## src/rtl/eth_sma_master.sv

```systemverilog
// eth_sma_master: IEEE 802.3 clause-22 MDIO/MDC management master.
// Takes one read/write command at a time, divides clk down to MDC
// (CLK_DIV clk per bit, low half first), and serializes the frame onto a
// split tri-state MDIO pad. Read data is taken through a 2-flop synchronizer.
// Optional build macro ETH_SMA_PREAMBLE_SUPPRESS_EN adds cfg_pre_sup, which
// skips the preamble once at least one frame has completed since reset.
module eth_sma_master #(
  parameter int CLK_DIV      = 8,
  parameter int PREAMBLE_LEN = 32
) (
  input  logic        clk,
  input  logic        rst_n,
  input  logic        cmd_valid,
  output logic        cmd_ready,
  input  logic        cmd_write,
  input  logic [4:0]  cmd_phy_addr,
  input  logic [4:0]  cmd_reg_addr,
  input  logic [15:0] cmd_wdata,
`ifdef ETH_SMA_PREAMBLE_SUPPRESS_EN
  input  logic        cfg_pre_sup,
`endif
  output logic        rsp_valid,
  output logic [15:0] rsp_rdata,
  output logic        rsp_nack,
  output logic        busy,
  output logic        eth_mdc,
  input  logic        eth_mdio_i,
  output logic        eth_mdio_o,
  output logic        eth_mdio_oen
);

  localparam int DIV_W = (CLK_DIV > 2) ? $clog2(CLK_DIV) : 1;
  localparam logic [DIV_W-1:0] DIV_LAST = DIV_W'(CLK_DIV - 1);
  localparam logic [DIV_W-1:0] DIV_HALF = DIV_W'(CLK_DIV / 2);
  localparam logic [5:0]       PRE_LAST = 6'(PREAMBLE_LEN - 1);

  typedef enum logic [3:0] {
    S_IDLE, S_PRE, S_ST, S_OP, S_PHY, S_REG, S_TA, S_DATA, S_DONE
  } state_t;

  state_t           state_q, state_d;
  logic [DIV_W-1:0] div_q, div_d;
  logic [5:0]       bit_q, bit_d;
  logic             wr_q, wr_d;
  logic [4:0]       phy_q, phy_d;
  logic [4:0]       reg_q, reg_d;
  logic [15:0]      wdata_q, wdata_d;
  logic [15:0]      shift_q, shift_d;
  logic             ta_q, ta_d;
  logic [15:0]      rdata_q, rdata_d;
  logic             nack_q, nack_d;
  logic             sync1_q, sync2_q;
  logic             bit_end;
  logic             pre_skip;

  // Last clk of a bit period: also the last clk of the MDC high phase.
  assign bit_end = (div_q == DIV_LAST);

`ifdef ETH_SMA_PREAMBLE_SUPPRESS_EN
  logic seen_q;

  // Remembers that a full frame has completed since reset.
  always_ff @(posedge clk or negedge rst_n) begin
    if (!rst_n) seen_q <= 1'b0;
    else        seen_q <= seen_q | (state_q == S_DONE);
  end

  assign pre_skip = cfg_pre_sup & seen_q;
`else
  assign pre_skip = 1'b0;
`endif

  // Control state: FSM, MDC divider and per-phase bit counter.
  always_ff @(posedge clk or negedge rst_n) begin
    if (!rst_n) begin
      state_q <= S_IDLE;
      div_q   <= '0;
      bit_q   <= '0;
    end else begin
      state_q <= state_d;
      div_q   <= div_d;
      bit_q   <= bit_d;
    end
  end

  // Command fields, read shift register and response registers.
  always_ff @(posedge clk or negedge rst_n) begin
    if (!rst_n) begin
      wr_q    <= 1'b0;
      phy_q   <= '0;
      reg_q   <= '0;
      wdata_q <= '0;
      shift_q <= '0;
      ta_q    <= 1'b0;
      rdata_q <= '0;
      nack_q  <= 1'b0;
    end else begin
      wr_q    <= wr_d;
      phy_q   <= phy_d;
      reg_q   <= reg_d;
      wdata_q <= wdata_d;
      shift_q <= shift_d;
      ta_q    <= ta_d;
      rdata_q <= rdata_d;
      nack_q  <= nack_d;
    end
  end

  // Two-flop synchronizer for the asynchronous MDIO pad input (idle high).
  always_ff @(posedge clk or negedge rst_n) begin
    if (!rst_n) begin
      sync1_q <= 1'b1;
      sync2_q <= 1'b1;
    end else begin
      sync1_q <= eth_mdio_i;
      sync2_q <= sync1_q;
    end
  end

  // Next state: accept commands when idle/done, walk the frame phases.
  always_comb begin
    state_d = state_q;
    div_d   = div_q;
    bit_d   = bit_q;
    wr_d    = wr_q;
    phy_d   = phy_q;
    reg_d   = reg_q;
    wdata_d = wdata_q;
    shift_d = shift_q;
    ta_d    = ta_q;
    rdata_d = rdata_q;
    nack_d  = nack_q;
    case (state_q)
      S_IDLE, S_DONE: begin
        state_d = S_IDLE;
        if (cmd_valid) begin
          wr_d    = cmd_write;
          phy_d   = cmd_phy_addr;
          reg_d   = cmd_reg_addr;
          wdata_d = cmd_wdata;
          div_d   = '0;
          if (pre_skip) begin
            state_d = S_ST;
            bit_d   = 6'd1;
          end else begin
            state_d = S_PRE;
            bit_d   = PRE_LAST;
          end
        end
      end
      default: begin
        div_d = bit_end ? '0 : div_q + 1'b1;
        if (bit_end) begin
          // Sample the PHY on the last clk of the high phase.
          if (!wr_q && state_q == S_TA && bit_q == 6'd0) ta_d = sync2_q;
          if (!wr_q && state_q == S_DATA) shift_d = {shift_q[14:0], sync2_q};
          if (bit_q != 6'd0) begin
            bit_d = bit_q - 6'd1;
          end else begin
            case (state_q)
              S_PRE:  begin state_d = S_ST;   bit_d = 6'd1;  end
              S_ST:   begin state_d = S_OP;   bit_d = 6'd1;  end
              S_OP:   begin state_d = S_PHY;  bit_d = 6'd4;  end
              S_PHY:  begin state_d = S_REG;  bit_d = 6'd4;  end
              S_REG:  begin state_d = S_TA;   bit_d = 6'd1;  end
              S_TA:   begin state_d = S_DATA; bit_d = 6'd15; end
              S_DATA: begin
                state_d = S_DONE;
                bit_d   = 6'd0;
                if (!wr_q) begin
                  rdata_d = {shift_q[14:0], sync2_q};
                  nack_d  = ta_q;
                end else begin
                  nack_d  = 1'b0;
                end
              end
              default: state_d = S_IDLE;
            endcase
          end
        end
      end
    endcase
  end

  // Pad drive: master bits change at the start of each bit period.
  always_comb begin
    eth_mdio_o   = 1'b1;
    eth_mdio_oen = 1'b1;
    case (state_q)
      S_PRE: eth_mdio_oen = 1'b0;
      S_ST: begin
        eth_mdio_oen = 1'b0;
        eth_mdio_o   = ~bit_q[0];
      end
      S_OP: begin
        eth_mdio_oen = 1'b0;
        eth_mdio_o   = wr_q ? ~bit_q[0] : bit_q[0];
      end
      S_PHY: begin
        eth_mdio_oen = 1'b0;
        eth_mdio_o   = phy_q[bit_q[2:0]];
      end
      S_REG: begin
        eth_mdio_oen = 1'b0;
        eth_mdio_o   = reg_q[bit_q[2:0]];
      end
      S_TA: begin
        if (wr_q) begin
          eth_mdio_oen = 1'b0;
          eth_mdio_o   = bit_q[0];
        end
      end
      S_DATA: begin
        if (wr_q) begin
          eth_mdio_oen = 1'b0;
          eth_mdio_o   = wdata_q[bit_q[3:0]];
        end
      end
      default: ;
    endcase
  end

  assign cmd_ready = (state_q == S_IDLE) || (state_q == S_DONE);
  assign busy      = ~cmd_ready;
  assign rsp_valid = (state_q == S_DONE);
  assign rsp_rdata = rdata_q;
  assign rsp_nack  = nack_q;
  assign eth_mdc   = busy && (div_q >= DIV_HALF);

endmodule

```

## config.mk

```make
export PLATFORM = sky130hd
export DESIGN_NAME = eth_sma_master
export DESIGN_NICKNAME = d
export VERILOG_FILES = /design/src/rtl/eth_sma_master.sv
export SDC_FILE = /design/constraint.sdc
export NUM_CORES = 1
export LEC_CHECK = 0
export ABC_AREA = 1
export BUFFER_PORTS_ARGS = -buffer_cell sky130_fd_sc_hd__buf_2
export CORE_UTILIZATION = 30
export DETAILED_ROUTE_END_ITERATION = 8
export SYNTH_ARGS = -nofsm -noshare
export SYNTH_HDL_FRONTEND = slang
export SYNTH_SLANG_ARGS = --single-unit
```

## constraint.sdc

```tcl
create_clock -name clk -period 2.9 [get_ports clk]
set_input_delay 0.29 -clock clk [delete_from_list [all_inputs] [get_ports clk]]
set_output_delay 0.29 -clock clk [all_outputs]
set_load 0.02 [all_outputs]
```

-- After elaboration in Yosys (flattened, before gate mapping)
Index checks and enable logic that the tools add are counted.
- input bits: 31
- bits in registers: 75
- word-level logic and storage cells: 83
- output and inout bits: 23
- mux-type cells: 26
- reduce and logical (&&, ||, !) cells: 23
- equal/unequal tests: 11
- $lt $le $gt $ge: 3
- add/subtract/negate cells: 2
- bitwise operators: 5
- operators by type and width (cell ; count):
    $pmux W4 S7 ; 1
    $mux W6 ; 4
    $pmux W6 S4 ; 1
    $eq A4 B3 Y1 const B ; 4
    $mux W4 ; 3
    $reduce_bool A6 Y1 ; 2
    $mux W1 ; 9
    $mux W3 ; 3
    $reduce_and A3 Y1 ; 3
    $eq A4 B2 Y1 const B ; 2
    $bmux W1 S3 ; 2
    $logic_not A6 Y1 ; 1
    $pmux W1 S6 ; 1
    $reduce_or A2 Y1 ; 3
    $sub A6 B1 Y6 const B ; 1
    $lt A4 B5 Y1 const B ; 1
    $not A1 Y1 ; 5
    $reduce_and A5 Y1 ; 1
    $reduce_or A5 Y1 ; 1
    $bmux W1 S4 ; 1
    $eq A4 B1 Y1 const B ; 1
    $eq A4 B4 Y1 const B ; 1
    $logic_and A1 B1 Y1 ; 4
    $logic_not A4 Y1 ; 1
    13 further kinds ; 14

-- Longest topological paths before layout
Gate-level depths: netlist of run 1.
- word-level depth: 6
- mapped depth: 11
- depth with buffers taken out: 10

-- Least setup slack after synthesis of run 1
No wires, ideal clock.
- path kind: register to output
- start: register bit_q[0]
- end: output port eth_mdio_o
- setup slack: 1.152 ns
- data arrival time: 1.458 ns
- buffers on the path: 2
- stages on the path, launching flop included: 12
- data required time: 2.610 ns
- path through: dfrtp_1 buf_2 inv_1 buf_2 ha_1 inv_1 nand3_1 nand3_1 nor2_1 nand2_1 nor2_1 nand2_1
- longest elaborated chain between the ends: 4
- elaborated cells between the ends (all ways): 11
- those cells by class: mux: 10; bitwise: 1
- ends and longest elaborated chain (item ; RTL line ; RTL):
    from (decl) ; 43 ; logic [5:0] bit_q, bit_d;
    from (signal assigned) ; 82 ; bit_q <= bit_d;
    $bmux W1 S4 ; 216 ; eth_mdio_o = wdata_q[bit_q[3:0]];
    $mux W1 (implied by the code) ; 216 ;
    $mux W1 ; 214 ; if (wr_q) begin
    $pmux W1 S6 * ; 189 ; case (state_q)
    to (decl) ; 28 ; output logic eth_mdio_o,
Mark *: on every way between the ends. The rest lies on a longest branch, timed or not. The select of a mux whose other input is x is not followed.

-- Final worst setup path of run 1
Same ends and word-level chain as after synthesis.

==> run summary, run 1 <==
outcome: finished clean
post-cts sizing count: 0
GRT Overall Usage: 0.139
leak pwr: 2.22 nW
P&R area growth vs syn: 18.7%
CP Max Fanout: 18
fin crit share: 0.863
Netlist Area Pre-Place: 3650 sq um
Synth Register Bits: 75
grt ovf: 0
DR WL/cell: 12.7 um
HPWL after DPL: 5560 um
r2r worst-path depth: 7
initial antenna violation count: 1
critical path endpoint category: primary output
clock slew at reported path FFs: 0.06 ns
CTS max path bufs: 2
EDFF count, synth: 0
largest net degree at the start of global routing: 76
Final Cell Area: 4340 sq um
Post-Syn Area per Cell: 8.76 sq um
post-synthesis cell count: 417
DRC: 0
cell taking the most area after synthesis: dfrtp_1
pwr/cell area: 516 nW/um^2
postcts setup bufs: 0
ranking of synthesized cells by area: dfrtp_1, nand2_1, mux2_2
DR iter-0 viols: 101
H-tree depth: 3
min Tclk post-route: 2.50 ns
Place WS: 0.703 ns
CTS buffer count: 9
Antenna Violating Nets Remaining: 0
Port Buffer Count: 53
Fin Clk Skew: 0.00848 ns
WHS Endpoint: sync1_q
vias per cell: 4.62
predominant post-synthesis flop cell: dfrtp_1
IO Pins: 54
die area: 12600 sq um
Post-synth top cells: nand2_1, dfrtp_1, inv_1
floorplan core area: 11700 sq um
Antenna diodes: 0
CTS Sinks: 75
critical path startpoint category: flop
critical path required time: 2.61 ns
post-synthesis sequential area ratio: 0.514
placed cell area: 4020 sq um
RSZ-0062 raised after global routing: no
Nets: 506
post-synth top area share: 0.500
Clock Latency Late Sink: 0.33 ns
Worst Tran Pin Value: 0.831 ns
setup violators final: 0
row cnt: 39
CTS tree: done
max-slew violation count: 0
DRT Pass-1 Iters: 4
highest clock rate: 399 MHz
vias in the first global route: 2891
final WL: 7820 um
CTS Hold Bufs: 1
Max rail drop VDD: 0.310 mV
GP Congestion: 0.830
fraction of layout instances using a drive strength above 1: 0.251
Die Ht: 112 um
die width: 112 um
Critical Path AT: 2.21 ns
Max Cap Violations: 0
Vias: 2856
reg2reg start: bit_q[0]
Initial Util: 0.313
path type of the worst min-delay path: in -> reg
Hold Startpoint: eth_mdio_i
CTS root buf: clkbuf_16
Fin. Hold Viols: 0
post-synthesis async set-or-reset flop share: 1.00
CP Class: reg -> out
count leader, synth: nand2_1
slew margin rel.: 0.445
syn nets: 453
Netlist cell types: 27
Worst R2R End: rsp_rdata[10]
synth warn: 0
post-route setup slack: 0.396 ns
final total power: 2.24 mW
Fin Setup TNS: 0 ns
WHS Path Cells: 1
global-route wire length before repair: 14000 um
Reg2Reg Setup Slack: 0.73 ns
-- area by class of cell --
| type | count | area (sq um) |
|---|---|---|
| tap | 143 | 179 |
| sequential | 75 | 1880 |
| multi-input combinational | 282 | 1490 |
| timing repair buffer | 56 | 303 |
| clock inverter | 7 | 82.6 |
| fill | 1187 | 7320 |
| clock buffer | 9 | 225 |
| inverter | 46 | 175 |
-- worst max-delay path: stages, from the launching register on --
cell and delay (ns):
dfrtp_1 0.66, inv_1 0.27, ha_1 0.34, inv_1 0.04, nand3_1 0.08, nand3_1 0.07, nor2_1 0.08, nand2_1 0.05
nor2_1 0.08, nand2_1 0.06, buf_2 0.15
-- through the flow --
stage | hold WS, ns | util | std cells
final | 0.0534 | 0.372 | 618
after global routing | 0.0378 | 0.372 | 618
after CTS | 0.0442 | 0.372 | 618
after detailed placement | 0.350 | 0.345 | 601
after global placement | 0.348 | 0.345 | 601
after floorplan | -0.00559 | - | 417
-- metal layers --
| layer | share of wire | vias to the layer above | global-route usage |
|---|---|---|---|
| met5 | 0.0017 | - | 0 |
| met3 | 0.058 | 8 | 0.0475 |
| met2 | 0.47 | 51 | 0.226 |
| li1 | - | 1438 | - |
| met1 | 0.46 | 1357 | 0.175 |
| met4 | 0.011 | 2 | 0.0400 |
-- how the worst max path moves through the flow --
stage	slack (ns)	cells past startpoint	end	from
6_report	0.40	10	eth_mdio_o	bit_q[0]
5_1_grt	0.09	10	eth_mdio_o	bit_q[0]
4_1_cts	0.37	10	eth_mdio_o	bit_q[0]
3_5_place_dp	0.70	7	rsp_rdata[9]	bit_q[0]
3_3_place_gp	0.79	10	eth_mdio_o	bit_q[0]
2_1_floorplan	1.15	11	eth_mdio_o	bit_q[0]
-- report_power, final --
part	switching (mW)	leakage [nW]	internal, mW
logic	0.0275	1.09	0.0181
registers	0.000404	0.979	1.05
clock network	0.464	0.145	0.679
-- state kept, by name, indices dropped and copies added, names as in the netlist --
register and flops:
bit_q 6, div_q 3, phy_q 5, reg_q 5, rsp_nack 1, rsp_rdata 16
shift_q 15, state_q 4, sync1_q 1, sync2_q 1, ta_q 1, wdata_q 16
wr_q 1
-- cell usage in the layout, fill, tap and decap left out, drive strengths merged, types with 2 or more instances in the layout --
cell / n
nand2: 128
dfrtp: 73
buf: 55
inv: 49
nor2: 42
o21ai: 40
nand3: 24
mux2: 17
a21oi: 15
clkbuf: 9
ha: 5
nand4: 5
nand3b: 2
o31ai: 2
clkinvlp: 2
dfstp: 2
-- logic make-up (layout without fill, tap and decap cells) --
kind of cell | Yosys count | count (layout) | share of synthesized area
multiplexers | 17 | 17 | 0.0524
buffers and inverters | 60 | 118 | 0.0770
flip-flops | 75 | 75 | 0.514
AO/OA/AOI/OAI | 58 | 58 | 0.0983
adder cells (fa/ha/maj) | 5 | 5 | 0.0171
AND/OR/NAND/NOR | 202 | 202 | 0.241
(Power assumes the default switching activity.)
==> run 2: changes to the inputs <==
--- a/config.mk
+++ b/config.mk
@@ -7,8 +7,9 @@
 export LEC_CHECK = 0
 export ABC_AREA = 1
 export BUFFER_PORTS_ARGS = -buffer_cell sky130_fd_sc_hd__buf_2
-export CORE_UTILIZATION = 30
+export CORE_UTILIZATION = 61
 export DETAILED_ROUTE_END_ITERATION = 8
+export PLACE_DENSITY = 0.84
 export SYNTH_ARGS = -nofsm -noshare
 export SYNTH_HDL_FRONTEND = slang
 export SYNTH_SLANG_ARGS = --single-unit
==> run 2 against run 1 <==
  * Critical path depth did not move
  * Die area fell by 50%
  * Fmax rose by 11%
  * Worst hold slack got worse by 0.018 ns
  * Cell area fell by 5.1%
  * Register-to-register slack improved by 0.12 ns
  * Flip-flop and latch count did not move
  * Sequential share of layout area rose by 2.3 points
  * Final cell count fell by 12%
==> run summary, run 2 (same netlist as run 1, synthesis figures left out) <==
Worst Tran Pin Value: 0.934 ns (+0.103 ns)
highest clock rate: 443 MHz (+11%)
post-cts sizing count: 0 (unchanged)
Fin Clk Skew: 0.00873 ns (+0.000242 ns)
critical path startpoint category: flop
postcts setup bufs: 0 (unchanged)
CTS buffer count: 9 (unchanged)
min Tclk post-route: 2.26 ns (-0.244 ns)
DRC: 0 (unchanged)
met2 usage: 0.422 (+0.195)
grt met1 use: 0.326 (+0.150)
GP Congestion: 0.868 (+4.7%)
Fin. Hold Viols: 0 (unchanged)
reg2reg start: bit_q[0]
CP Max Fanout: 14 (-4)
Antenna diodes: 0 (unchanged)
delay of the slowest critical-path stage: 0.39 ns (-0.27 ns)
HPWL after DPL: 4970 um (-11%)
commonest cells after routing, fill and taps aside: nand2_1, dfrtp_1, buf_2
sequential share of power: 0.548 (+0.079)
RSZ-0062 raised after global routing: no
Largest delay share family, worst path: buffers and inverters
Die Ht: 79.4 um (-29%)
CTS Hold Bufs: 0 (-1)
CTS root buf: clkbuf_8
post-route insts no fill: 545 (-12%)
die width: 79.4 um (-29%)
Max rail drop VDD: 0.423 mV (+37%)
Vias: 2915 (+2.1%)
critical path required time: 2.61 ns (about the same)
critical path endpoint category: primary output
fin crit share: 0.779 (-0.0841)
setup violators final: 0 (unchanged)
Critical Path Source: bit_q[0]
Antenna Violating Nets Remaining: 0 (unchanged)
DR iter-0 viols: 170 (+68%)
DRT Pass-1 Iters: 4 (unchanged)
WHS Path Cells: 1 (unchanged)
Clock Latency Late Sink: 0.35 ns (+0.02 ns)
internal power: 1.51 mW (-14%)
final total power: 1.91 mW (-15%)
Reg2Reg Setup Slack: 0.85 ns (+0.12 ns)
CTS max path bufs: 2 (unchanged)
core utilization of the finished layout: 0.730 (+0.358)
Nets: 504 (-0.40%)
CTS tree: done
IO Pins: 54 (unchanged)
initial antenna violation count: 0 (-1)
final WL: 7220 um (-7.7%)
Clk pwr share: 0.430 (-0.081)
M3 GR Usage: 0.0606 (+0.0131)
die area: 6310 sq um (-50%)
global routing's busiest layer: met2
clock slew at reported path FFs: 0.08 ns (+0.02 ns)
row cnt: 27 (-31%)
commonest non-fill, non-tap cell in the layout: nand2_1
largest net degree at the start of global routing: 76 (unchanged)
vias per cell: 5.35 (+16%)
leak pwr: 2.17 nW (-2.2%)
Slowest-stage cell, CP: dfrtp_1
CP Class: reg -> out
vias in the first global route: 2774 (-4.0%)
Fin Setup TNS: 0 ns (unchanged)
fill count: 423 (-64%)
pwr/cell area: 464 nW/um^2 (-10%)
H-tree depth: 3 (unchanged)
Worst R2R End: rsp_rdata[13]
CP Cell Sequence: inv_1 -> ha_1 -> inv_1 -> nand3_1 -> nand3_1 -> nor2_1 -> nand2_1 -> nor2_1 -> nand2_1 -> buf_2
NetSw: 0.406 mW (-17%)
Combinational Power Share: 0.021 (about the same)
placed cell count: 529 (-12%)
Buf+Inv Stages, Crit Path: 3 (unchanged)
max-slew violation count: 0 (unchanged)
switching portion of total power: 0.212 (-0.00741)
GRT Overall Usage: 0.257 (+0.118)
slew margin rel.: 0.377 (-0.0676)
r2r worst-path depth: 7 (unchanged)
P&R area growth vs syn: 12.7%
global-route wire length before repair: 12300 um (-12%)
floorplan core area: 5640 sq um (-52%)
WHS Endpoint: sync1_q
Hold Startpoint: eth_mdio_i
Max Cap Violations: 0 (unchanged)
CTS Sinks: 75 (unchanged)
Initial Util: 0.648 (+0.334)
path type of the worst min-delay path: in -> reg
fraction of layout instances using a drive strength above 1: 0.247 (-0.00317)
Critical Path AT: 1.97 ns (-0.24 ns)
Port Buffer Count: 53 (unchanged)
outcome: finished clean
grt ovf: 0 (unchanged)
DR WL/cell: 13.2 um (+4.7%)
## run 2: worst max-delay path by stage
stage                   end  cells after the start  slack (ns)
2_1_floorplan    eth_mdio_o                     11        1.15
4_1_cts          eth_mdio_o                     10        0.65
3_3_place_gp   rsp_rdata[8]                      7        0.93
6_report         eth_mdio_o                     10        0.64
3_5_place_dp   rsp_rdata[7]                      7        0.85
5_1_grt          eth_mdio_o                     10        0.49
## run 2: worst register-to-register path, stage by stage, from the launching register on
cell     delay [ns]
dfrtp_1        0.39
inv_1          0.33
ha_1           0.29
nand4_4        0.15
nor2_4         0.15
nand3_4        0.34
nand2_1        0.21
o21ai_2        0.07
## run 2: cell type report
cell class / count / area (sq um) / area share
Tap cell: 72 / 90.1 / 0.0219
Clock inverter: 4 / 48.8 / 0.0119
Timing Repair Buffer: 54 / 275 / 0.0668
Inverter: 46 / 175 / 0.0425
Clock buffer: 12 / 155 / 0.0377
Sequential cell: 75 / 1880 / 0.456
Multi-Input combinational cell: 282 / 1490 / 0.363
## run 2: power groups by stage
stage | Sequential (mW) | Clock, mW | Combinational, mW
floorplan | 1.07 | 0 | 0.00117
detailed placement | 1.07 | 0 | 0.0423
global route | 1.05 | 0.883 | 0.0473
CTS | 1.05 | 0.835 | 0.0424
finish | 1.05 | 0.823 | 0.0408
global placement | 1.07 | 0 | 0.0407
## run 2: per-stage QoR
stage | setup WS [ns] | cell area (sq um) | hold slack, ns
after global routing | 0.489 | 4120 | 0.0270
after floorplan | 1.15 | 3650 | -0.00559
final | 0.640 | 4120 | 0.0358
after global placement | 0.931 | 3910 | 0.348
after detailed placement | 0.851 | 3910 | 0.351
after CTS | 0.649 | 4120 | 0.0272
## run 2: per-layer routing
layer	wire, um	vias up
met5	0	-
met2	3510	88
met4	133	0
met1	3210	1380
li1	-	1431
met3	360	16
==> run 3: changes to the inputs <==
--- a/config.mk
+++ b/config.mk
@@ -7,9 +7,9 @@
 export LEC_CHECK = 0
 export ABC_AREA = 1
 export BUFFER_PORTS_ARGS = -buffer_cell sky130_fd_sc_hd__buf_2
-export CORE_UTILIZATION = 61
+export CORE_UTILIZATION = 51
 export DETAILED_ROUTE_END_ITERATION = 8
-export PLACE_DENSITY = 0.84
+export PLACE_DENSITY = 0.75
 export SYNTH_ARGS = -nofsm -noshare
 export SYNTH_HDL_FRONTEND = slang
 export SYNTH_SLANG_ARGS = --single-unit
==> constraint.sdc (replaced) <==
create_clock -name clk -period 1.82 [get_ports clk]
set_input_delay 0.182 -clock clk [delete_from_list [all_inputs] [get_ports clk]]
set_output_delay 0.182 -clock clk [all_outputs]
set_load 0.02 [all_outputs]
==> run 3 against run 2 <==
  * The flow now finishes with violations (setup timing)
  * Die area grew 19%
  * First-iteration DRC count grew 38%
  * Critical path type unchanged
  * Combinational power grew 78%
  * Flip-flop and latch count is the same
==> run summary, run 3 (same netlist as run 1, synthesis figures left out) <==
DRC: 0 (unchanged)
fraction of layout instances using a drive strength above 1: 0.315 (+0.0679)
Max Cap Violations: 0 (unchanged)
slew margin rel.: 0.716 (+0.339)
Initial Util: 0.532 (-0.116)
placed cell area: 4060 sq um (+3.8%)
Nets: 529 (+5.0%)
CTS root buf: clkbuf_8
setup violators final: 1 (+1)
HPWL after DPL: 5070 um (+2.1%)
commonest cells after routing, fill and taps aside: nand2_1, dfrtp_1, buf_2
largest net degree at the start of global routing: 45 (-41%)
final WL: 7920 um (+9.7%)
RSZ-0062 raised after global routing: yes
CP Max Fanout: 4 (-10)
r2r worst-path depth: 9 (+2)
vias in the first global route: 2968 (+7.0%)
Fin. Hold Viols: 0 (unchanged)
CTS max path bufs: 2 (unchanged)
Vias: 3033 (+4.0%)
Die Ht: 86.7 um (+9.1%)
max-slew violation count: 0 (unchanged)
critical path startpoint category: flop
DRT Pass-1 Iters: 5 (+1)
core utilization of the finished layout: 0.648 (-0.0820)
Max rail drop VDD: 0.426 mV (+0.69%)
leak pwr: 2.31 nW (+6.4%)
die width: 86.7 um (+9.1%)
H-tree depth: 3 (unchanged)
Port Buffer Count: 53 (unchanged)
fin crit share: 1.06
clock slew at reported path FFs: 0.09 ns (about the same)
critical path endpoint category: primary output
highest clock rate: 519 MHz
outcome: finished, violations left
CP Class: reg -> out
die area: 7510 sq um (+19%)
Critical Path AT: 1.75 ns (-0.22 ns)
WHS Path Cells: 2 (+1)
grt ovf: 0 (unchanged)
critical path required time: 1.64 ns (-0.97 ns)
Antenna diodes: 0 (unchanged)
pwr/cell area: 687 nW/um^2 (+48%)
DR WL/cell: 13.3 um (+0.62%)
Final Cell Area: 4450 sq um (+8.1%)
GRT Overall Usage: 0.234 (-0.0223)
Worst Tran Pin Value: 0.426 ns (-0.509 ns)
CP Cell Sequence: inv_2 -> ha_4 -> inv_2 -> nand3_2 -> nand3_2 -> nor2_2 -> nand2_1 -> nor2_1 -> nand2_1 -> buf_6
GP Congestion: 0.876 (+0.82%)
Slowest-stage cell, CP: dfrtp_1
DR iter-0 viols: 235 (+38%)
vias per cell: 5.11 (-4.5%)
P&R area growth vs syn: 21.8%
min Tclk post-route: 1.93 ns
row cnt: 30 (+11%)
initial antenna violation count: 0 (unchanged)
path type of the worst min-delay path: in -> reg
floorplan core area: 6870 sq um (+22%)
Antenna Violating Nets Remaining: 0 (unchanged)
delay of the slowest critical-path stage: 0.38 ns (about the same)
Fin Clk Skew: 0.0132 ns (+0.00443 ns)
failing checks: setup timing
CTS buffer count: 9 (unchanged)
global-route wire length before repair: 13400 um (+9.5%)
CTS tree: done
IO Pins: 54 (unchanged)
post-route setup slack: -0.108 ns (-0.749 ns)
Clock Latency Late Sink: 0.36 ns (about the same)
CTS Sinks: 75 (unchanged)
commonest non-fill, non-tap cell in the layout: nand2_1
==> run 3: timing repair <==
action,CTS,global route
setup endpoints to repair,1,5
buffers inserted,7,5
cloned,0,0
resized for setup,14,9
hold buffers,2,0
endpoints found under the hold margin,32,0
pin swaps,7,6
==> run 3: final cells by class <==
class / count / area [sq um]
fillers: 553 / 2420
flip-flops and latches: 75 / 1880
multi-input cells: 282 / 1550
repair buffers: 79 / 519
inverters: 46 / 175
clock buffers: 9 / 124
well taps: 96 / 120
clock inverters: 7 / 76.3
==> run 3: through the flow <==
| step | setup slack (ns) | power [mW] | TNS (ns) | hold slack, ns | std cells |
|---|---|---|---|---|---|
| 2_1_floorplan | 0.0910 | 1.70 | 0 | -0.114 | 417 |
| 3_3_place_gp | 0.240 | 1.77 | 0 | 0.144 | 564 |
| 3_5_place_dp | 0.227 | 1.78 | 0 | 0.147 | 564 |
| 4_1_cts | -0.0697 | 3.08 | -0.0697 | 0.0472 | 589 |
| 5_1_grt | -0.171 | 3.18 | -0.174 | 0.0482 | 594 |
| 6_report | -0.108 | 3.06 | -0.108 | 0.0573 | 594 |
==> run 3: routing by layer <==
metal | vias up | GRT usage | wire length (um) | share of wire
li1 | 1477 | - | - | -
met1 | 1435 | 0.306 | 3510 | 0.44
met2 | 97 | 0.375 | 3790 | 0.48
met3 | 24 | 0.0524 | 424 | 0.054
met4 | 0 | 0.106 | 193 | 0.024
met5 | - | 0 | 0 | 0
==> run 3: worst paths after layout <==
| check | endpoint | startpoint | slack [ns] |
|---|---|---|---|
| setup / recovery | eth_mdio_o | bit_q[0] | -0.11 |
| hold / removal | wdata_q[10] | cmd_wdata[10] | 0.06 |
| min in group asynchronous | phy_q[4] | rst_n | 0.30 |
| max in group asynchronous | sync1_q | rst_n | 0.89 |
| hold reg to reg | sync2_q | sync1_q | 0.36 |
| setup reg to reg | rsp_nack | bit_q[0] | 0.12 |
==> run 3: where the power goes <==
part / switching, mW / total [mW] / internal, mW
Clock: 0.672 / 1.31 / 0.642
Combinational: 0.0421 / 0.0728 / 0.0307
Sequential: 0.000489 / 1.67 / 1.67
==> run 3: worst max-delay path, delay by kind of cell, from the launching register on <==
family / cells / cell delay, ns
DFF: 1 / 0.38
and+or+nand+nor: 6 / 0.49
buffers and inverters: 3 / 0.25
adders and majority gates: 1 / 0.27
